$ cat config.mk
export PLATFORM = sky130hd
export DESIGN_NAME = serv_csr_seq_flat
export DESIGN_NICKNAME = d
export VERILOG_FILES = /design/src/rtl/serv_csr_seq_if.sv /design/src/rtl/serv_csr_seq.sv /design/src/flat_wrapper.sv
export SDC_FILE = /design/constraint.sdc
export NUM_CORES = 1
export LEC_CHECK = 0
export BUFFER_PORTS_ARGS = -buffer_cell sky130_fd_sc_hd__buf_2
export CAP_MARGIN = 20
export CORE_MARGIN = 4
export CORE_UTILIZATION = 30
export DETAILED_ROUTE_END_ITERATION = 8
export GPL_TIMING_DRIVEN = 0
export PLACE_DENSITY = 0.51
export RECOVER_POWER = 100
export SLEW_MARGIN = 5
export SYNTH_ARGS = -nofsm -noshare
export SYNTH_HDL_FRONTEND = slang
export SYNTH_SLANG_ARGS = --single-unit
$ cat constraint.sdc
create_clock -name i_clk -period 2.6 [get_ports i_clk]
set_input_delay 0.39 -clock i_clk [delete_from_list [all_inputs] [get_ports i_clk]]
set_output_delay 0.39 -clock i_clk [all_outputs]
set_load 0.03 [all_outputs]
$ cat src/rtl/serv_csr_seq_if.sv
// Request/ack handshake and serial-sequencer status bundle for serv_csr_seq.
// master = core side issuing requests; slave = the sequencer.
interface serv_csr_seq_if;
  logic       i_csr_req;
  logic       o_csr_ack;
  logic       i_mret_req;
  logic       o_mret_ack;
  logic       i_exc_req;
  logic [3:0] i_exc_cause;
  logic       o_trap_ack;
  logic       i_insn_boundary;
  logic       i_mtip;
  logic       i_meip;
  logic       i_mstatus_mie;
  logic       i_mie_mtie;
  logic       i_mie_meie;
  logic       o_en;
  logic [4:0] o_cnt;
  logic       o_cnt0to3;
  logic       o_cnt3;
  logic       o_cnt7;
  logic       o_cnt11;
  logic       o_cnt12;
  logic       o_cnt_done;
  logic       o_trap;
  logic       o_mret;
  logic [3:0] o_cause;
  logic       o_cause31;

  modport master (
    output i_csr_req, i_mret_req, i_exc_req, i_exc_cause,
    output i_insn_boundary, i_mtip, i_meip,
    output i_mstatus_mie, i_mie_mtie, i_mie_meie,
    input  o_csr_ack, o_mret_ack, o_trap_ack,
    input  o_en, o_cnt, o_cnt0to3, o_cnt3, o_cnt7, o_cnt11, o_cnt12, o_cnt_done,
    input  o_trap, o_mret, o_cause, o_cause31
  );

  modport slave (
    input  i_csr_req, i_mret_req, i_exc_req, i_exc_cause,
    input  i_insn_boundary, i_mtip, i_meip,
    input  i_mstatus_mie, i_mie_mtie, i_mie_meie,
    output o_csr_ack, o_mret_ack, o_trap_ack,
    output o_en, o_cnt, o_cnt0to3, o_cnt3, o_cnt7, o_cnt11, o_cnt12, o_cnt_done,
    output o_trap, o_mret, o_cause, o_cause31
  );
endinterface

$ cat src/rtl/serv_csr_seq.sv
// 32-cycle serial sequencer for CSR access, mret and trap entry (IDLE -> RUN -> ACK).
// Interrupt acceptance is compiled in only when SERV_CSR_SEQ_IRQ_EN is defined.
module serv_csr_seq (
  input  logic          i_clk,
  input  logic          i_rst,
  serv_csr_seq_if.slave bus
);

  typedef enum logic [1:0] {
    IDLE = 2'd0,
    RUN  = 2'd1,
    ACK  = 2'd2
  } state_t;

  typedef enum logic [1:0] {
    OP_CSR  = 2'd0,
    OP_MRET = 2'd1,
    OP_TRAP = 2'd2
  } op_t;

  state_t     state;
  op_t        op;
  logic       en;
  logic [4:0] cnt;
  logic       trap;
  logic       mret;
  logic [3:0] cause;
  logic       cause31;
  logic       csr_ack;
  logic       mret_ack;
  logic       trap_ack;

  logic       irq_ext;
  logic       irq_tmr;
  logic       grant;

`ifdef SERV_CSR_SEQ_IRQ_EN
  // External interrupt outranks timer; both gated by the instruction boundary.
  assign irq_ext = bus.i_insn_boundary & bus.i_mstatus_mie & bus.i_meip & bus.i_mie_meie;
  assign irq_tmr = bus.i_insn_boundary & bus.i_mstatus_mie & bus.i_mtip & bus.i_mie_mtie;
`else
  assign irq_ext = 1'b0;
  assign irq_tmr = 1'b0;
  logic unused_irq_ok;
  assign unused_irq_ok = &{1'b0, bus.i_insn_boundary, bus.i_mstatus_mie,
                           bus.i_meip, bus.i_mie_meie, bus.i_mtip, bus.i_mie_mtie};
`endif

  assign grant = bus.i_exc_req | irq_ext | irq_tmr | bus.i_mret_req | bus.i_csr_req;

  always_ff @(posedge i_clk) begin
    if (i_rst) begin
      state    <= IDLE;
      op       <= OP_CSR;
      en       <= 1'b0;
      cnt      <= 5'd0;
      trap     <= 1'b0;
      mret     <= 1'b0;
      cause    <= 4'd0;
      cause31  <= 1'b0;
      csr_ack  <= 1'b0;
      mret_ack <= 1'b0;
      trap_ack <= 1'b0;
    end else begin
      case (state)
        IDLE: begin
          if (grant) begin
            state <= RUN;
            en    <= 1'b1;
            cnt   <= 5'd0;
            if (bus.i_exc_req) begin
              op      <= OP_TRAP;
              trap    <= 1'b1;
              cause   <= bus.i_exc_cause;
              cause31 <= 1'b0;
            end else if (irq_ext) begin
              op      <= OP_TRAP;
              trap    <= 1'b1;
              cause   <= 4'd11;
              cause31 <= 1'b1;
            end else if (irq_tmr) begin
              op      <= OP_TRAP;
              trap    <= 1'b1;
              cause   <= 4'd7;
              cause31 <= 1'b1;
            end else if (bus.i_mret_req) begin
              op   <= OP_MRET;
              mret <= 1'b1;
            end else begin
              op <= OP_CSR;
            end
          end
        end

        RUN: begin
          // cnt wraps 31 -> 0 naturally as the sequence hands over to ACK.
          cnt <= cnt + 5'd1;
          if (cnt == 5'd31) begin
            state    <= ACK;
            en       <= 1'b0;
            csr_ack  <= (op == OP_CSR);
            mret_ack <= (op == OP_MRET);
            trap_ack <= (op == OP_TRAP);
          end
        end

        ACK: begin
          state    <= IDLE;
          csr_ack  <= 1'b0;
          mret_ack <= 1'b0;
          trap_ack <= 1'b0;
          trap     <= 1'b0;
          mret     <= 1'b0;
        end

        default: begin
          state <= IDLE;
          en    <= 1'b0;
          cnt   <= 5'd0;
        end
      endcase
    end
  end

  assign bus.o_en       = en;
  assign bus.o_cnt      = cnt;
  assign bus.o_cnt0to3  = en & (cnt[4:2] == 3'd0);
  assign bus.o_cnt3     = en & (cnt == 5'd3);
  assign bus.o_cnt7     = en & (cnt == 5'd7);
  assign bus.o_cnt11    = en & (cnt == 5'd11);
  assign bus.o_cnt12    = en & (cnt == 5'd12);
  assign bus.o_cnt_done = en & (cnt == 5'd31);
  assign bus.o_trap     = trap;
  assign bus.o_mret     = mret;
  assign bus.o_cause    = cause;
  assign bus.o_cause31  = cause31;
  assign bus.o_csr_ack  = csr_ack;
  assign bus.o_mret_ack = mret_ack;
  assign bus.o_trap_ack = trap_ack;

endmodule

$ cat src/flat_wrapper.sv
// flat-port wrapper written by rule: the top's interface ports become plain ports
module serv_csr_seq_flat 
  (i_clk, i_rst, bus_i_csr_req, bus_i_mret_req, bus_i_exc_req, bus_i_exc_cause, bus_i_insn_boundary, bus_i_mtip, bus_i_meip, bus_i_mstatus_mie, bus_i_mie_mtie, bus_i_mie_meie, bus_o_csr_ack, bus_o_mret_ack, bus_o_trap_ack, bus_o_en, bus_o_cnt, bus_o_cnt0to3, bus_o_cnt3, bus_o_cnt7, bus_o_cnt11, bus_o_cnt12, bus_o_cnt_done, bus_o_trap, bus_o_mret, bus_o_cause, bus_o_cause31);
  serv_csr_seq_if bus_i ();
  input  logic i_clk;
  input  logic i_rst;
  input wire logic [$bits(bus_i.i_csr_req)-1:0] bus_i_csr_req;
  input wire logic [$bits(bus_i.i_mret_req)-1:0] bus_i_mret_req;
  input wire logic [$bits(bus_i.i_exc_req)-1:0] bus_i_exc_req;
  input wire logic [$bits(bus_i.i_exc_cause)-1:0] bus_i_exc_cause;
  input wire logic [$bits(bus_i.i_insn_boundary)-1:0] bus_i_insn_boundary;
  input wire logic [$bits(bus_i.i_mtip)-1:0] bus_i_mtip;
  input wire logic [$bits(bus_i.i_meip)-1:0] bus_i_meip;
  input wire logic [$bits(bus_i.i_mstatus_mie)-1:0] bus_i_mstatus_mie;
  input wire logic [$bits(bus_i.i_mie_mtie)-1:0] bus_i_mie_mtie;
  input wire logic [$bits(bus_i.i_mie_meie)-1:0] bus_i_mie_meie;
  output wire logic [$bits(bus_i.o_csr_ack)-1:0] bus_o_csr_ack;
  output wire logic [$bits(bus_i.o_mret_ack)-1:0] bus_o_mret_ack;
  output wire logic [$bits(bus_i.o_trap_ack)-1:0] bus_o_trap_ack;
  output wire logic [$bits(bus_i.o_en)-1:0] bus_o_en;
  output wire logic [$bits(bus_i.o_cnt)-1:0] bus_o_cnt;
  output wire logic [$bits(bus_i.o_cnt0to3)-1:0] bus_o_cnt0to3;
  output wire logic [$bits(bus_i.o_cnt3)-1:0] bus_o_cnt3;
  output wire logic [$bits(bus_i.o_cnt7)-1:0] bus_o_cnt7;
  output wire logic [$bits(bus_i.o_cnt11)-1:0] bus_o_cnt11;
  output wire logic [$bits(bus_i.o_cnt12)-1:0] bus_o_cnt12;
  output wire logic [$bits(bus_i.o_cnt_done)-1:0] bus_o_cnt_done;
  output wire logic [$bits(bus_i.o_trap)-1:0] bus_o_trap;
  output wire logic [$bits(bus_i.o_mret)-1:0] bus_o_mret;
  output wire logic [$bits(bus_i.o_cause)-1:0] bus_o_cause;
  output wire logic [$bits(bus_i.o_cause31)-1:0] bus_o_cause31;
  assign bus_i.i_csr_req = bus_i_csr_req;
  assign bus_i.i_mret_req = bus_i_mret_req;
  assign bus_i.i_exc_req = bus_i_exc_req;
  assign bus_i.i_exc_cause = bus_i_exc_cause;
  assign bus_i.i_insn_boundary = bus_i_insn_boundary;
  assign bus_i.i_mtip = bus_i_mtip;
  assign bus_i.i_meip = bus_i_meip;
  assign bus_i.i_mstatus_mie = bus_i_mstatus_mie;
  assign bus_i.i_mie_mtie = bus_i_mie_mtie;
  assign bus_i.i_mie_meie = bus_i_mie_meie;
  assign bus_o_csr_ack = bus_i.o_csr_ack;
  assign bus_o_mret_ack = bus_i.o_mret_ack;
  assign bus_o_trap_ack = bus_i.o_trap_ack;
  assign bus_o_en = bus_i.o_en;
  assign bus_o_cnt = bus_i.o_cnt;
  assign bus_o_cnt0to3 = bus_i.o_cnt0to3;
  assign bus_o_cnt3 = bus_i.o_cnt3;
  assign bus_o_cnt7 = bus_i.o_cnt7;
  assign bus_o_cnt11 = bus_i.o_cnt11;
  assign bus_o_cnt12 = bus_i.o_cnt12;
  assign bus_o_cnt_done = bus_i.o_cnt_done;
  assign bus_o_trap = bus_i.o_trap;
  assign bus_o_mret = bus_i.o_mret;
  assign bus_o_cause = bus_i.o_cause;
  assign bus_o_cause31 = bus_i.o_cause31;
  serv_csr_seq u_core (.i_clk(i_clk), .i_rst(i_rst), .bus(bus_i));
endmodule
==> flow_summary.toml, run 1 <==
[outcome]
status = "finished clean"

[setup_path]
start_kind = "register"
cp.required_ps = 2210
crit_chain = "clkbuf_1 > and3_1 > ha_1 > and2_1 > clkbuf_1"
r2r_cells = 6
slowest_stage = "dfxtp_1"
cp_common_cell = "clkbuf_1"
end_kind = "output pin"
r2r-start = "u_core.bus.o_cnt[2]"
reg2reg_slack_ps = 720
critical_path.top_delay_family = "buffers and inverters"
slowest_delay_ps = 340
cp_data_arrival_time_ps = 1810
timing.rr.end = "u_core.bus.o_mret_ack"
path_class = "register to output pin"
cp_num_buf_inv = 2
crit_fanout = 9

[power]
power.internal_mw = 0.3904
clock_power_share_pct = 27.7
seqPwrFrac_pct = 56.3
powerDensity_nw_per_um2 = 534.6
max-vdd-ir-drop_v = 0.0002518
p_leak_nw = 0.4069
sw_frac_of_total_pct = 30.28
finalPower_mw = 0.5599
switchingPower_mw = 0.1695
pwr-share-comb_pct = 16.0

[global_routing]
grt_use_total_pct = 9.981
grt_pass1_vias = 776
overflow = 0
antenna_found_initial = 0
grt_pass1_wl_um = 3346
grt_max_degree = 12

[floorplanning]
die_y_um = 62.38
core_area_um2 = 2781
die_x_um = 62.38
dieArea_um2 = 3891
pin_count = 37
initial_utilization_pct = 31.89
rows = 19

[route]
maxUsedRoutingLayer = "met4"
drt-vias-per-instance = 4.879
vias = 805
drc = 0
routed_wl_um = 1903
wl_met3_um = 126
met1_length_um = 950
wl_met2_um = 807
avgRoutedWirePerCell_um = 11.53
drt_pass1_iterations = 4
first_iter_violations = 26
ant_nets = 0

[placed_design]
place_inst = 161
io_buffers = 29
dp_slack_ps = 792.4
place_hpwl_um = 1413
place_congestion = 0.7862

[yosys]
ys_types = 33
synth_fp_nets = 119
ys_seq_area_share_pct = 42.88
synth-main-ff-cell = "dfxtp_1"
synthArstFlopShare_pct = 0
synth_cells = 101
synth_edf_count = 0
ys_warn_count = 0
synth_top_area_share_pct = 42.88
syn_avg_cell_area_um2 = 8.783
postSynthRegisterBits = 19
synth_area_leaders = "dfxtp_1 43%, a21oi_1 5.6%, nor2_1 5.1%"
synth.cell_area_um2 = 887.1
synth_top_area_cell = "dfxtp_1"

[sta]
slew_headroom_pct = 44.96
fin_setup_tns_ps = 0
worst_slack_ps = 396.4
final_hold_viol_count = 0
fin_skew_ps = 4.137
tightest_slew_ps = 823.8
drv_slew = 0
finalCritPeriodShare_pct = 84.75
max_freq_mhz = 453.8
min_period_ps = 2204
rsz0062_at_grt = "false"
setup_viol = 0

[clock_network]
root_buffer = "clkbuf_4"
cts_buffers = 3
worstSkewPairLatency_ps = 300
ctsResizeCount = 0
cts_num_sinks = 19
htreeDepth = 1
cts_tree = "built"
cts.reportedPaths.clkPinSlew_ps = 120
postCtsSetupBuffers = 0
cts_max_path_buffers = 2
cts_hold_buffers = 0

[final_layout]
syn_to_final_growth_pct = 18.05
final_nets = 153
n_antenna_cell = 0
final_cells = 165
drive_gt1_share_pct = 11.19
fill_cells = 320

[hold_path]
min-delay-start = "bus_i_exc_cause[3]"
holdCritPathClass = "input port to register"
hold_depth = 3
hold_path_end = "u_core.bus.o_cause[3]"

[run]
maxCapViolations = 0
==> worst min-delay path, stage by stage <==
cell and delay [ps]:
buf_2 70, mux2i_1 50, nor2_1 70
==> cell families after synthesis <==
family	count (synthesis)	share of synthesized area, %
AOI/OAI and AO/OA	22	14.10
adders and majority gates	3	4.232
buffers and inverters	10	5.642
DFF	19	42.88
muxes	4	4.514
other	1	0.4227
and+or+nand+nor	42	28.21
==> metrics by stage <==
step	area [um2]	utilization [%]	hold slack, ps
4_1_cts	1099	39.50	306.5
2_1_floorplan	887.1	-	461.2
5_1_grt	1047	37.65	322.1
3_3_place_gp	1071	38.51	438.2
6_report	1047	37.65	313.7
3_5_place_dp	1071	38.51	443.9
==> per-layer routing <==
layer | vias to the layer above | track usage [%]
li1 | 419 | -
met1 | 355 | 13.77
met2 | 29 | 15.41
met3 | 2 | 2.158
met4 | 0 | 3.183
met5 | - | 0
==> state kept, by name, indices dropped and copies added (netlist names) <==
| register | cells |
|---|---|
| u_core.bus.o_cnt | 5 |
| u_core.bus.o_cause | 4 |
| u_core.op | 2 |
| u_core.state | 2 |
| u_core.bus.o_csr_ack | 1 |
| u_core.bus.o_en | 1 |
| u_core.bus.o_mret | 1 |
| u_core.bus.o_mret_ack | 1 |
| u_core.bus.o_trap | 1 |
| u_core.bus.o_trap_ack | 1 |
==> area by class of cell <==
cell class,instances,area (um2),area share (%)
multi-input combinational,72,432.9,41.34
sequential,19,380.4,36.32
timing repair buffer,29,118.9,11.35
tap,31,38.79,3.704
buffer,5,30.03,2.867
clock buffer,3,22.52,2.151
inverter,5,18.77,1.792
clock inverter,1,5.005,0.4779
==> cell usage after synthesis, drive strengths merged (2+ instances only) <==
master / n
ha: 3
nand3b: 2
a21oi: 10
nor3: 3
nor3b: 3
clkbuf: 2
nand2b: 3
inv: 5
nand2: 6
a31oi: 2
mux2i: 4
nor2: 12
or3b: 2
nand3: 5
dfxtp: 19
or3: 2
buf: 3
o21ai: 6
==> cells in the final DEF, fill, tap and decap left out, types with 3 or more instances in the layout <==
| master | instances |
|---|---|
| nand3_1 | 5 |
| mux2i_1 | 4 |
| nand2b_1 | 3 |
| clkbuf_1 | 24 |
| nor2_1 | 12 |
| o21ai_0 | 6 |
| nor3_1 | 3 |
| dfxtp_1 | 19 |
| nand2_1 | 6 |
| inv_1 | 5 |
| a21oi_1 | 10 |
| clkbuf_4 | 3 |
| buf_2 | 8 |
| ha_1 | 3 |
==> worst max path at each step <==
| stage | from | endpoint | cells after the start |
|---|---|---|---|
| after CTS | u_core.bus.o_cnt[2] | bus_o_cnt_done | 5 |
| final | u_core.bus.o_cnt[2] | bus_o_cnt_done | 5 |
| after global placement | u_core.bus.o_cnt[2] | bus_o_cnt_done | 5 |
| after global routing | u_core.bus.o_cnt[2] | bus_o_cnt_done | 5 |
| after floorplan | u_core.bus.o_cnt[2] | bus_o_cnt0to3 | 2 |
| after detailed placement | u_core.bus.o_cnt[2] | bus_o_cnt_done | 5 |
==> power groups by stage <==
stage / sequential, mW / clock, mW / combinational [mW]
3_5_place_dp: 0.322 / 0 / 0.0952
3_3_place_gp: 0.321 / 0 / 0.0946
5_1_grt: 0.317 / 0.172 / 0.0994
4_1_cts: 0.315 / 0.159 / 0.0953
2_1_floorplan: 0.341 / 0 / 0.0476
6_report: 0.315 / 0.155 / 0.0897
No activity file was read; power rests on OpenSTA's default activity.
==> run 2, diff against run 1 <==
- clock period: 2.6 -> 2.2 ns (I/O delays scaled with it)
==> flow_summary.toml, run 2 (synthesis gave the netlist of run 1 again) <==
[route]
ant_nets = 0
wl_met3_um = 124
vias = 794
drc = 0
met1_length_um = 937
first_iter_violations = 24
wl_met2_um = 809
drt_pass1_iterations = 4
avgRoutedWirePerCell_um = 11.52
maxUsedRoutingLayer = "met4"
drt-vias-per-instance = 4.841
routed_wl_um = 1890

[global_routing]
grt_max_degree = 12
grt_pass1_wl_um = 3346
overflow = 0
grt_use_total_pct = 9.981
grt_pass1_vias = 776
antenna_found_initial = 0

[final_layout]
final_nets = 152
n_antenna_cell = 0
final_cell_mix = "22 x clkbuf_1, 19 x dfxtp_1, 12 x nor2_1"
drive_gt1_share_pct = 12.03
syn_to_final_growth_pct = 17.77
final_cells = 164
layout_commonest_cell = "clkbuf_1"
largest_register_ffs = 5
design_area_um2 = 1045
utilization_pct = 37.56

[sta]
setup_viol = 0
min_period_ps = 2006
finalCritPeriodShare_pct = 91.18
drv_slew = 0
worst_slack_ps = 194.1
whs_ps = 253.8
slew_headroom_pct = 44.96
tightest_slew_ps = 823.8
max_freq_mhz = 498.5
final_hold_viol_count = 0
fin_setup_tns_ps = 0
rsz0062_at_grt = "false"
fin_skew_ps = 5.859

[setup_path]
path_class = "register to output pin"
cp_data_arrival_time_ps = 1680
end_kind = "output pin"
crit_fanout = 5
cp.required_ps = 1870
start_kind = "register"

[floorplanning]
core_area_um2 = 2781
initial_utilization_pct = 31.89
rows = 19
die_x_um = 62.38
pin_count = 37
dieArea_um2 = 3891
die_y_um = 62.38

[power]
powerDensity_nw_per_um2 = 630.2
max-vdd-ir-drop_v = 0.0002975
finalPower_mw = 0.6584
p_leak_nw = 0.4092

[placed_design]
placed_area_um2 = 1071
place_congestion = 0.7862
place_hpwl_um = 1413
place_inst = 161
dp_slack_ps = 414.7
io_buffers = 29

[outcome]
status = "finished clean"

[clock_network]
htreeDepth = 1
cts_buffers = 3
ctsResizeCount = 0
cts_hold_buffers = 0
root_buffer = "clkbuf_4"
worstSkewPairLatency_ps = 300
cts_tree = "built"
cts.reportedPaths.clkPinSlew_ps = 120
postCtsSetupBuffers = 0
cts_num_sinks = 19
cts_max_path_buffers = 2

[run]
maxCapViolations = 0

[hold_path]
holdCritPathClass = "input port to register"
==> run 2: routing by layer <==
layer  vias up  GRT usage (%)
met2        27          15.41
li1        416              -
met5         -              0
met1       349          13.77
met3         2          2.158
met4         0          3.183
==> run 2: final timing paths <==
kind | cells after the start | startpoint | to | slack, ps
min reg2reg | 2 | u_core.bus.o_trap_ack | u_core.bus.o_trap_ack | 460
min | 3 | bus_i_exc_cause[3] | u_core.bus.o_cause[3] | 250
max reg2reg | 6 | u_core.bus.o_cnt[0] | u_core.bus.o_mret_ack | 350
max | 5 | u_core.bus.o_cnt[0] | bus_o_cnt_done | 190
==> run 2: critical path, cell delays in order (launching register included) <==
cell and delay [ps]:
dfxtp_1 410, ha_1 240, and3_1 180, ha_1 210
and2_1 140, clkbuf_2 190
==> run 2: final cells by class <==
| type | instances | area [um2] |
|---|---|---|
| fillers | 320 | 1737 |
| multi-input cells | 72 | 432.9 |
| flip-flops and latches | 19 | 380.4 |
| repair buffers | 29 | 120.1 |
| well taps | 31 | 38.79 |
| plain buffers | 4 | 26.28 |
| clock buffers | 3 | 22.52 |
| inverters | 5 | 18.77 |
| clock inverters | 1 | 5.005 |
==> run 2: where the power goes <==
group          leakage [nW]  internal, mW  switching (mW)
registers             0.155         0.360          0.0177
clock network        0.0177        0.0678           0.114
logic                 0.236        0.0326          0.0665
